$ cat config.mk
export PLATFORM = sky130hd
export DESIGN_NAME = ksa_shared_add32
export DESIGN_NICKNAME = d
export VERILOG_FILES = /design/src/rtl/ksa_shared_add32.sv
export SDC_FILE = /design/constraint.sdc
export NUM_CORES = 1
export LEC_CHECK = 0
export CORE_MARGIN = 2
export CORE_UTILIZATION = 40
export CTS_BUF_LIST = sky130_fd_sc_hd__clkbuf_8
export DETAILED_ROUTE_END_ITERATION = 10
export PLACE_DENSITY = 0.79
export SETUP_SLACK_MARGIN = 0.3
export SYNTH_ARGS = -nofsm -noshare
export SYNTH_HDL_FRONTEND = slang
export SYNTH_SLANG_ARGS = --single-unit
$ cat constraint.sdc
create_clock -name clk -period 3.5 [get_ports clk]
set_input_delay 0.7 -clock clk [delete_from_list [all_inputs] [get_ports clk]]
set_output_delay 0.7 -clock clk [all_outputs]
set_load 0.03 [all_outputs]
$ cat src/rtl/ksa_shared_add32.sv
// Two-requester W-bit adder/subtractor built around a single 8-bit Kogge-Stone
// slice that is reused once per byte beat; round-robin arbitration, one op in flight.
module ksa_shared_add32 #(
    parameter int WORDS = 4
) (
    input  logic                 clk,
    input  logic                 rst_n,
    input  logic                 req0_valid,
    input  logic                 req1_valid,
    output logic                 req0_ready,
    output logic                 req1_ready,
    input  logic [8*WORDS-1:0]   req0_a,
    input  logic [8*WORDS-1:0]   req0_b,
    input  logic [8*WORDS-1:0]   req1_a,
    input  logic [8*WORDS-1:0]   req1_b,
    input  logic                 req0_sub,
    input  logic                 req1_sub,
    output logic                 rsp_valid,
    input  logic                 rsp_ready,
    output logic                 rsp_id,
    output logic [8*WORDS-1:0]   rsp_sum,
    output logic                 rsp_cout,
    output logic                 rsp_ovf,
    output logic                 busy
);
    localparam int W  = 8 * WORDS;
    localparam int BW = (WORDS > 1) ? $clog2(WORDS) : 1;

    typedef enum logic [1:0] {
        IDLE = 2'd0,
        RUN  = 2'd1,
        RESP = 2'd2
    } state_t;

    // The carry-in is folded into bit 0 as a generate so every prefix carry sees it.
    function automatic logic [8:0] ksa8(input logic [7:0] x, input logic [7:0] y,
                                        input logic cin);
        logic [7:0] p;
        logic [7:0] g;
        logic [7:0] gp;
        logic [7:0] gn;
        logic [7:0] pn;
        p    = x ^ y;
        g    = x & y;
        gp   = p;
        g[0] = g[0] | (p[0] & cin);
        for (int d = 1; d < 8; d = d * 2) begin
            gn = g;
            pn = gp;
            for (int i = d; i < 8; i++) begin
                gn[i] = g[i] | (gp[i] & g[i-d]);
                pn[i] = gp[i] & gp[i-d];
            end
            g  = gn;
            gp = pn;
        end
        return {g[7], p ^ {g[6:0], cin}};
    endfunction

    state_t          state_r;
    state_t          state_s;
    logic            ptr_r;
    logic [BW-1:0]   beat_r;
    logic            carry_r;
    logic [W-1:0]    a_r;
    logic [W-1:0]    b_r;
    logic            id_r;
    logic [W-1:0]    rsp_sum_r;
    logic            rsp_cout_r;
    logic            rsp_ovf_r;

    logic            grant_any_s;
    logic            grant_id_s;
    logic [W-1:0]    sel_a_s;
    logic [W-1:0]    sel_b_s;
    logic            sel_sub_s;
    logic [8:0]      slice_res_s;
    logic            last_beat_s;

    // Arbitration and operand selection for the requester that would be granted.
    always_comb begin
        grant_any_s = req0_valid | req1_valid;
        if (req0_valid && req1_valid) begin
            grant_id_s = ptr_r;
        end else begin
            grant_id_s = req1_valid;
        end
        if (grant_id_s) begin
            sel_a_s   = req1_a;
            sel_b_s   = req1_b;
            sel_sub_s = req1_sub;
        end else begin
            sel_a_s   = req0_a;
            sel_b_s   = req0_b;
            sel_sub_s = req0_sub;
        end
    end

    // Shared slice operates on byte lane beat_r of the latched operands.
    always_comb begin
        slice_res_s = ksa8(a_r[{beat_r, 3'b000} +: 8], b_r[{beat_r, 3'b000} +: 8], carry_r);
        last_beat_s = (beat_r == BW'(WORDS - 1));
    end

    // State register.
    always_ff @(posedge clk or negedge rst_n) begin
        if (!rst_n) begin
            state_r <= IDLE;
        end else begin
            state_r <= state_s;
        end
    end

    // Next-state logic.
    always_comb begin
        state_s = state_r;
        case (state_r)
            IDLE: begin
                if (grant_any_s) begin
                    state_s = RUN;
                end else begin
                    state_s = IDLE;
                end
            end
            RUN: begin
                if (last_beat_s) begin
                    state_s = RESP;
                end else begin
                    state_s = RUN;
                end
            end
            RESP: begin
                if (rsp_ready) begin
                    state_s = IDLE;
                end else begin
                    state_s = RESP;
                end
            end
            default: state_s = IDLE;
        endcase
    end

    // Output decode; readies are gated by rst_n so they drop the instant reset asserts.
    always_comb begin
        req0_ready = 1'b0;
        req1_ready = 1'b0;
        if (rst_n && (state_r == IDLE) && grant_any_s) begin
            req0_ready = ~grant_id_s;
            req1_ready = grant_id_s;
        end else begin
            req0_ready = 1'b0;
            req1_ready = 1'b0;
        end
        rsp_valid = (state_r == RESP);
        busy      = (state_r != IDLE);
        rsp_sum   = rsp_sum_r;
        rsp_cout  = rsp_cout_r;
        rsp_ovf   = rsp_ovf_r;
        rsp_id    = id_r;
    end

    // Datapath: latch on grant, one byte per RUN cycle, flags on the final beat.
    always_ff @(posedge clk or negedge rst_n) begin
        if (!rst_n) begin
            ptr_r      <= 1'b0;
            beat_r     <= {BW{1'b0}};
            carry_r    <= 1'b0;
            a_r        <= {W{1'b0}};
            b_r        <= {W{1'b0}};
            id_r       <= 1'b0;
            rsp_sum_r  <= {W{1'b0}};
            rsp_cout_r <= 1'b0;
            rsp_ovf_r  <= 1'b0;
        end else begin
            case (state_r)
                IDLE: begin
                    if (grant_any_s) begin
                        a_r     <= sel_a_s;
                        b_r     <= sel_b_s ^ {W{sel_sub_s}};
                        carry_r <= sel_sub_s;
                        id_r    <= grant_id_s;
                        ptr_r   <= ~grant_id_s;
                        beat_r  <= {BW{1'b0}};
                    end
                end
                RUN: begin
                    rsp_sum_r[{beat_r, 3'b000} +: 8] <= slice_res_s[7:0];
                    carry_r <= slice_res_s[8];
                    beat_r  <= beat_r + BW'(1);
                    if (last_beat_s) begin
                        rsp_cout_r <= slice_res_s[8];
                        rsp_ovf_r  <= (a_r[W-1] == b_r[W-1]) && (slice_res_s[7] != a_r[W-1]);
                    end
                end
                default: begin
                end
            endcase
        end
    end
endmodule

Word level (Yosys, flattened, before mapping)
Index checks and enable logic that the tools add are counted.

$add $sub $neg: 2. Equality and inequality tests: 6. Shifts and indexed selects: 4. Multiplexer cells: 15. Bitwise logic cells: 52. Reduce and logical (&&, ||, !) cells: 10.

Operators with widths (number): two-way mux 32 bit (2); variable part select 32 x 6 -> 8 bit (2); bitwise mux 32 bit (1); variable shift 8 x 7 -> 32 bit (first input constant) (1); variable part select 8 x 7 -> 32 bit (1); XOR 32 bit (1); AND 1 bit (28); bitwise OR 1 bit (19); XOR 8 bit (2); AND 8 bit (1); negator 5 -> 7 bit (1); two-way mux 1 bit (6); two-way mux 2 bit (3); one-hot mux 2 bit (3 select lines) (1); AND reduction 2 bit (3); == test 2 bit (second input constant) (2); logical AND 1 bit (4); one-hot mux 2 bit (2 select lines) (1); nonzero test 2 bit (2); adder 2 x 1 -> 2 bit (second input constant) (1); == test 2 x 1 -> 1 bit (second input constant) (1); logical NOT 2 bit (1); inequality test 2 bit (second input constant) (1); one-hot mux 1 bit (2 select lines) (1); other kinds (3) (3).

Register bits: 105. Input port bits: 135. Output and inout bits: 39. Logic and storage cells: 99.

Longest topological paths before layout
Depth after elaboration: 11. Gate-level depth with buffers: 9. Gate-level depth less buffers: 8.

Worst setup path before layout
No wires, ideal clock.

Path type: flip-flop to flip-flop. Start point: register beat_r[0]. End point: register carry_r. Setup time: 140 ps. Arrival time: 3063 ps. Data required time: 3360 ps. Slack: 298 ps. Stages on the path, launching flop included: 10. Path buffers: 1. Clock period less this slack: 3202 ps. Cell sequence: dfrtp_1 -> buf_2 -> mux4_2 -> fa_1 -> fa_1 -> a211oi_1 -> o21bai_1 -> or3_1 -> a31oi_1 -> o221ai_1.

Longest elaborated chain between the ends: 11. Elaborated cells on any way between the ends: 25. Those cells by class: shift: 2; mux: 1; bitwise: 22.

RTL lines: start, declared (line 63) `logic [BW-1:0] beat_r;`; start signal, assigned (line 166) `beat_r <= {BW{1'b0}};`; start signal, assigned (line 183) `beat_r <= {BW{1'b0}};`; start signal, assigned (line 189) `beat_r <= beat_r + BW'(1);`; variable part select 32 x 6 -> 8 bit (line 101) `slice_res_s = ksa8(a_r[{beat_r, 3'b000} +: 8], b_r[{beat_r, 3'b000} +: 8], carry_r);`; XOR 8 bit (line 43) `p = x ^ y;`; AND 1 bit (line 46) `g[0] = g[0] | (p[0] & cin);`; bitwise OR 1 bit (line 46); AND 1 bit (line 51) `gn[i] = g[i] | (gp[i] & g[i-d]);`; bitwise OR 1 bit (line 51); AND 1 bit (line 51); bitwise OR 1 bit (line 51); AND 1 bit (line 51); bitwise OR 1 bit * (line 51); one-hot mux 1 bit (2 select lines) * (line 175) `case (state_r)`; end signal, assigned (line 180) `carry_r <= sel_sub_s;`; end signal, assigned (line 188) `carry_r <= slice_res_s[8];`; end, declared (line 64) `logic carry_r;`.

Every way passes the cells marked *; elsewhere a longest branch is shown, timed or not. A chain may end at the register's enable or synchronous reset.

Final worst setup path
Same ends and word-level chain as after synthesis.

==> run summary <==
The aggregate negative setup slack came out at 0 ps. The width of the chip was 121 µm. The flow ran to the end, and the final reports show no timing, DRC or antenna violations. The buffer cell driving the clock tree root is sky130_fd_sc_hd__clkbuf_8.

Hold violation count in the final report: 0. TritonCTS built the clock tree. The H-tree was split into 3 levels. The final period utilization works out to 0.868.

With fillers left out, the area of the finished cells amounts to 7590 µm². The count of unresolved DRC violations after routing is 0, and the I/O pin count is 174. Count of routing violations after the opening detailed-route iteration: 448.

The library cells used most frequently in the layout, excluding fill and tap cells, are sky130_fd_sc_hd__clkdlybuf4s50_1, sky130_fd_sc_hd__dfrtp_1, sky130_fd_sc_hd__nand2_1. Setup violations remaining at the end of the flow were counted as 0. The portion of the post-synthesis area used by sequential elements came out at 0.478. The max-slew headroom at the worst pin was 0.447; the synthesis-to-finish area growth was 38.2%.

Post-CTS timing repair inserted 0 buffers for setup. The worst voltage drop across the vdd grid came out at 485 µV. A synthesized cell averages 11.4 µm².

The clock transition at the registers of the reported paths works out to 110 ps. The port buffer count is 173, and the via count of the first global-routing pass is 4691. Sorting the synthesized cells by area gives the leading types as sky130_fd_sc_hd__dfrtp_1, sky130_fd_sc_hd__mux4_2, sky130_fd_sc_hd__xnor2_1.

The run gives 0 as the remaining global-route overflow. The biggest area contributor in the post-synthesis netlist is sky130_fd_sc_hd__dfrtp_1. The number of warnings issued by yosys was 0; the count of maximum capacitance violations was 0. Data arrives at the worst endpoint at 3270 ps. In this run the remaining antenna-violating nets after routing total 0.

The worst min-delay path class is in -> async. The run gives 9 as the number of clock buffers inserted by TritonCTS. The all-layer global routing usage was 0.204; the areal power density over the cells was 949 nW/µm².

The number of inserted filler cells in the final layout was 1131. Placed instance area: 7390 µm². The total nets after synthesis was 632; the number of detailed-routing iterations run before antenna repair was 7. For the final database, setup skew stands at 20.0 ps.

Synthesized area: 5500 µm². Subtracting the final worst setup slack from the clock period gives 3040 ps. The clock reaches the later pin of the worst-skew pair after 360 ps.

The critical path is of the reg -> reg type. For the total wire length, the log shows 14600 µm. The logs give 14700 µm² for the overall die area and 11300 µm for the placed wire-length estimate after detailed placement. The layout cell share with drive strength beyond 1 was 0.0841; the leakage power was 3.44 nW. The final-report max-slew violation count was 0; the area share of the largest cell type after synthesis was 0.478. For the worst setup path, the data required time is 3730 ps. The worst setup path is captured at a flop. Measured along the y axis, the die boundary spans 121 µm.

The number of flip-flops and latches in the synthesized netlist came out at 105. In this run the worst path has a maximum fanout of 4. Based on the critical path, the design can be clocked at up to 329 MHz.

The netlist uses 42 different library cells. The congestion estimate from routability-driven global placement came to 0.870. The tools report the critical path startpoint category as a flop. The initialized floorplan defines 42 standard-cell rows. The average wire per cell in the routed design came out at 17.5 µm. In this run, post-CTS hold repair placed 0 buffers. Routed via count divided by cell count: 5.40.

Entering global routing, the biggest net connects 69 pins. At the pin with the least slew margin, the transition time is 830 ps. The logs give 0 for the initial antenna violation count and 2 for the clock tree buffer depth. The starting density of the core came out at 0.412. The placeable core region was 13300 µm². The library cell used most frequently in the layout, excluding fill and tap cells, is sky130_fd_sc_hd__clkdlybuf4s50_1. The number of nets in the finished design came out at 799. The tools report the cell count after synthesis as 482. Setup repair after global routing left no endpoint under its margin.

For the number of diodes, the log shows 0. Clock tree synthesis found a total of 105 sinks. The first global-routing pass estimated 23600 µm of wire. Across all layers, the routed design uses 4483 vias.
## cells in the mapped netlist
cell type,number
sky130_fd_sc_hd__a21o_1,5
sky130_fd_sc_hd__nand4_1,3
sky130_fd_sc_hd__and2_1,2
sky130_fd_sc_hd__or2_4,1
sky130_fd_sc_hd__nand2b_1,4
sky130_fd_sc_hd__mux4_2,16
sky130_fd_sc_hd__nor2b_1,1
sky130_fd_sc_hd__nor2_1,12
sky130_fd_sc_hd__o21ai_0,42
sky130_fd_sc_hd__fa_1,2
sky130_fd_sc_hd__buf_6,8
sky130_fd_sc_hd__a21oi_1,4
sky130_fd_sc_hd__nand2_1,53
sky130_fd_sc_hd__mux2i_4,1
sky130_fd_sc_hd__buf_2,14
sky130_fd_sc_hd__nor4_1,1
sky130_fd_sc_hd__dfrtp_1,105
sky130_fd_sc_hd__nor3b_1,1
sky130_fd_sc_hd__a22o_1,24
sky130_fd_sc_hd__o211a_1,1
sky130_fd_sc_hd__nand3_1,1
sky130_fd_sc_hd__and3_1,1
sky130_fd_sc_hd__nor2_8,1
sky130_fd_sc_hd__o21bai_1,1
sky130_fd_sc_hd__xnor2_1,37
sky130_fd_sc_hd__a31oi_1,1
sky130_fd_sc_hd__or3_1,2
sky130_fd_sc_hd__buf_4,1
sky130_fd_sc_hd__clkbuf_1,8
sky130_fd_sc_hd__o31ai_1,1
sky130_fd_sc_hd__or2_1,1
sky130_fd_sc_hd__a22oi_1,1
sky130_fd_sc_hd__ha_1,13
sky130_fd_sc_hd__o211ai_1,1
sky130_fd_sc_hd__nor3_1,1
sky130_fd_sc_hd__mux2i_1,32
sky130_fd_sc_hd__a222oi_1,32
sky130_fd_sc_hd__a211o_1,4
sky130_fd_sc_hd__a211oi_1,1
sky130_fd_sc_hd__o21ai_1,5
sky130_fd_sc_hd__inv_1,36
sky130_fd_sc_hd__o221ai_1,1
## cell type report
cell class	instances	area, µm²	share of cell area
multi-input cells	310	2550	0.336
well taps	176	220	0.0290
repair buffers	187	1850	0.244
flip-flops and latches	105	2630	0.346
clock buffers	11	151	0.0199
inverters	36	135	0.0178
clock inverters	5	53.8	0.00709
## kinds of logic (layout without fill, tap and decap cells)
logic type | count (synthesis) | in the layout | share of synthesized area
buffers and inverters | 67 | 239 | 0.0606
adder cells (fa/ha/maj) | 15 | 15 | 0.0369
multiplexers | 49 | 49 | 0.128
AO/OA/AOI/OAI | 124 | 124 | 0.168
XOR/XNOR | 37 | 37 | 0.0590
AND/OR/NAND/NOR | 85 | 85 | 0.0699
flip-flops | 105 | 105 | 0.478
## metrics by stage
step | util | worst slack (ps) | power (mW) | hold WS, ps | std cells
6_report | 0.569 | 464 | 7.20 | 289 | 830
5_1_grt | 0.569 | 340 | 7.71 | 322 | 830
4_1_cts | 0.569 | 430 | 7.21 | 298 | 830
3_5_place_dp | 0.553 | 428 | 6.44 | 472 | 814
3_3_place_gp | 0.553 | 452 | 6.31 | 461 | 814
2_1_floorplan | - | 379 | 5.07 | 404 | 482
## layer usage
layer	vias up	wire, µm	GRT usage
met5	-	0	0
li1	2090	-	-
met4	0	480	0.0855
met2	177	7460	0.353
met1	2182	5870	0.253
met3	34	759	0.0329
## critical path: stages, from the launching register on
cell and delay (ps):
sky130_fd_sc_hd__dfrtp_2 410, sky130_fd_sc_hd__mux4_2 530, sky130_fd_sc_hd__fa_1 470, sky130_fd_sc_hd__fa_1 440, sky130_fd_sc_hd__a211oi_1 260, sky130_fd_sc_hd__o21bai_1 120, sky130_fd_sc_hd__or3_1 310, sky130_fd_sc_hd__a31oi_1 230
sky130_fd_sc_hd__o221ai_1 160
## power breakdown
group / total (mW) / switching, mW / internal (mW)
Clock: 0.766 / 0.398 / 0.368
Sequential: 2.16 / 0.377 / 1.78
Combinational: 4.28 / 2.39 / 1.89
Total: 7.20 / 3.17 / 4.04
## registers in the layout (all words and copies together), names as in the netlist
signal / count
a_r: 32
rsp_cout: 1
rsp_sum: 32
carry_r: 1
ptr_r: 1
rsp_id: 1
b_r: 32
beat_r: 2
rsp_ovf: 1
state_r: 2
## worst paths after layout
kind                                       start               endpoint  slack, ps  depth (start not counted)
min in group clk             b_r[27]$_DFFE_PN0P_    b_r[27]$_DFFE_PN0P_        490                          2
hold / removal                             rst_n     a_r[1]$_DFFE_PN0P_        290                          1
setup / recovery           beat_r[0]$_DFFE_PN0P_    carry_r$_DFFE_PN0P_        460                          8
hold reg to reg              b_r[27]$_DFFE_PN0P_    b_r[27]$_DFFE_PN0P_        490                          2
max in group asynchronous                  rst_n  beat_r[0]$_DFFE_PN0P_       1940                          2
setup reg to reg           beat_r[0]$_DFFE_PN0P_    carry_r$_DFFE_PN0P_        460                          8
## repair_timing
item / in CTS / in global routing
endpoints found under the hold margin: 0 / 0
resized for setup: 0 / 1
endpoints found under the setup margin: 0 / 1
(Power assumes the default switching activity.)
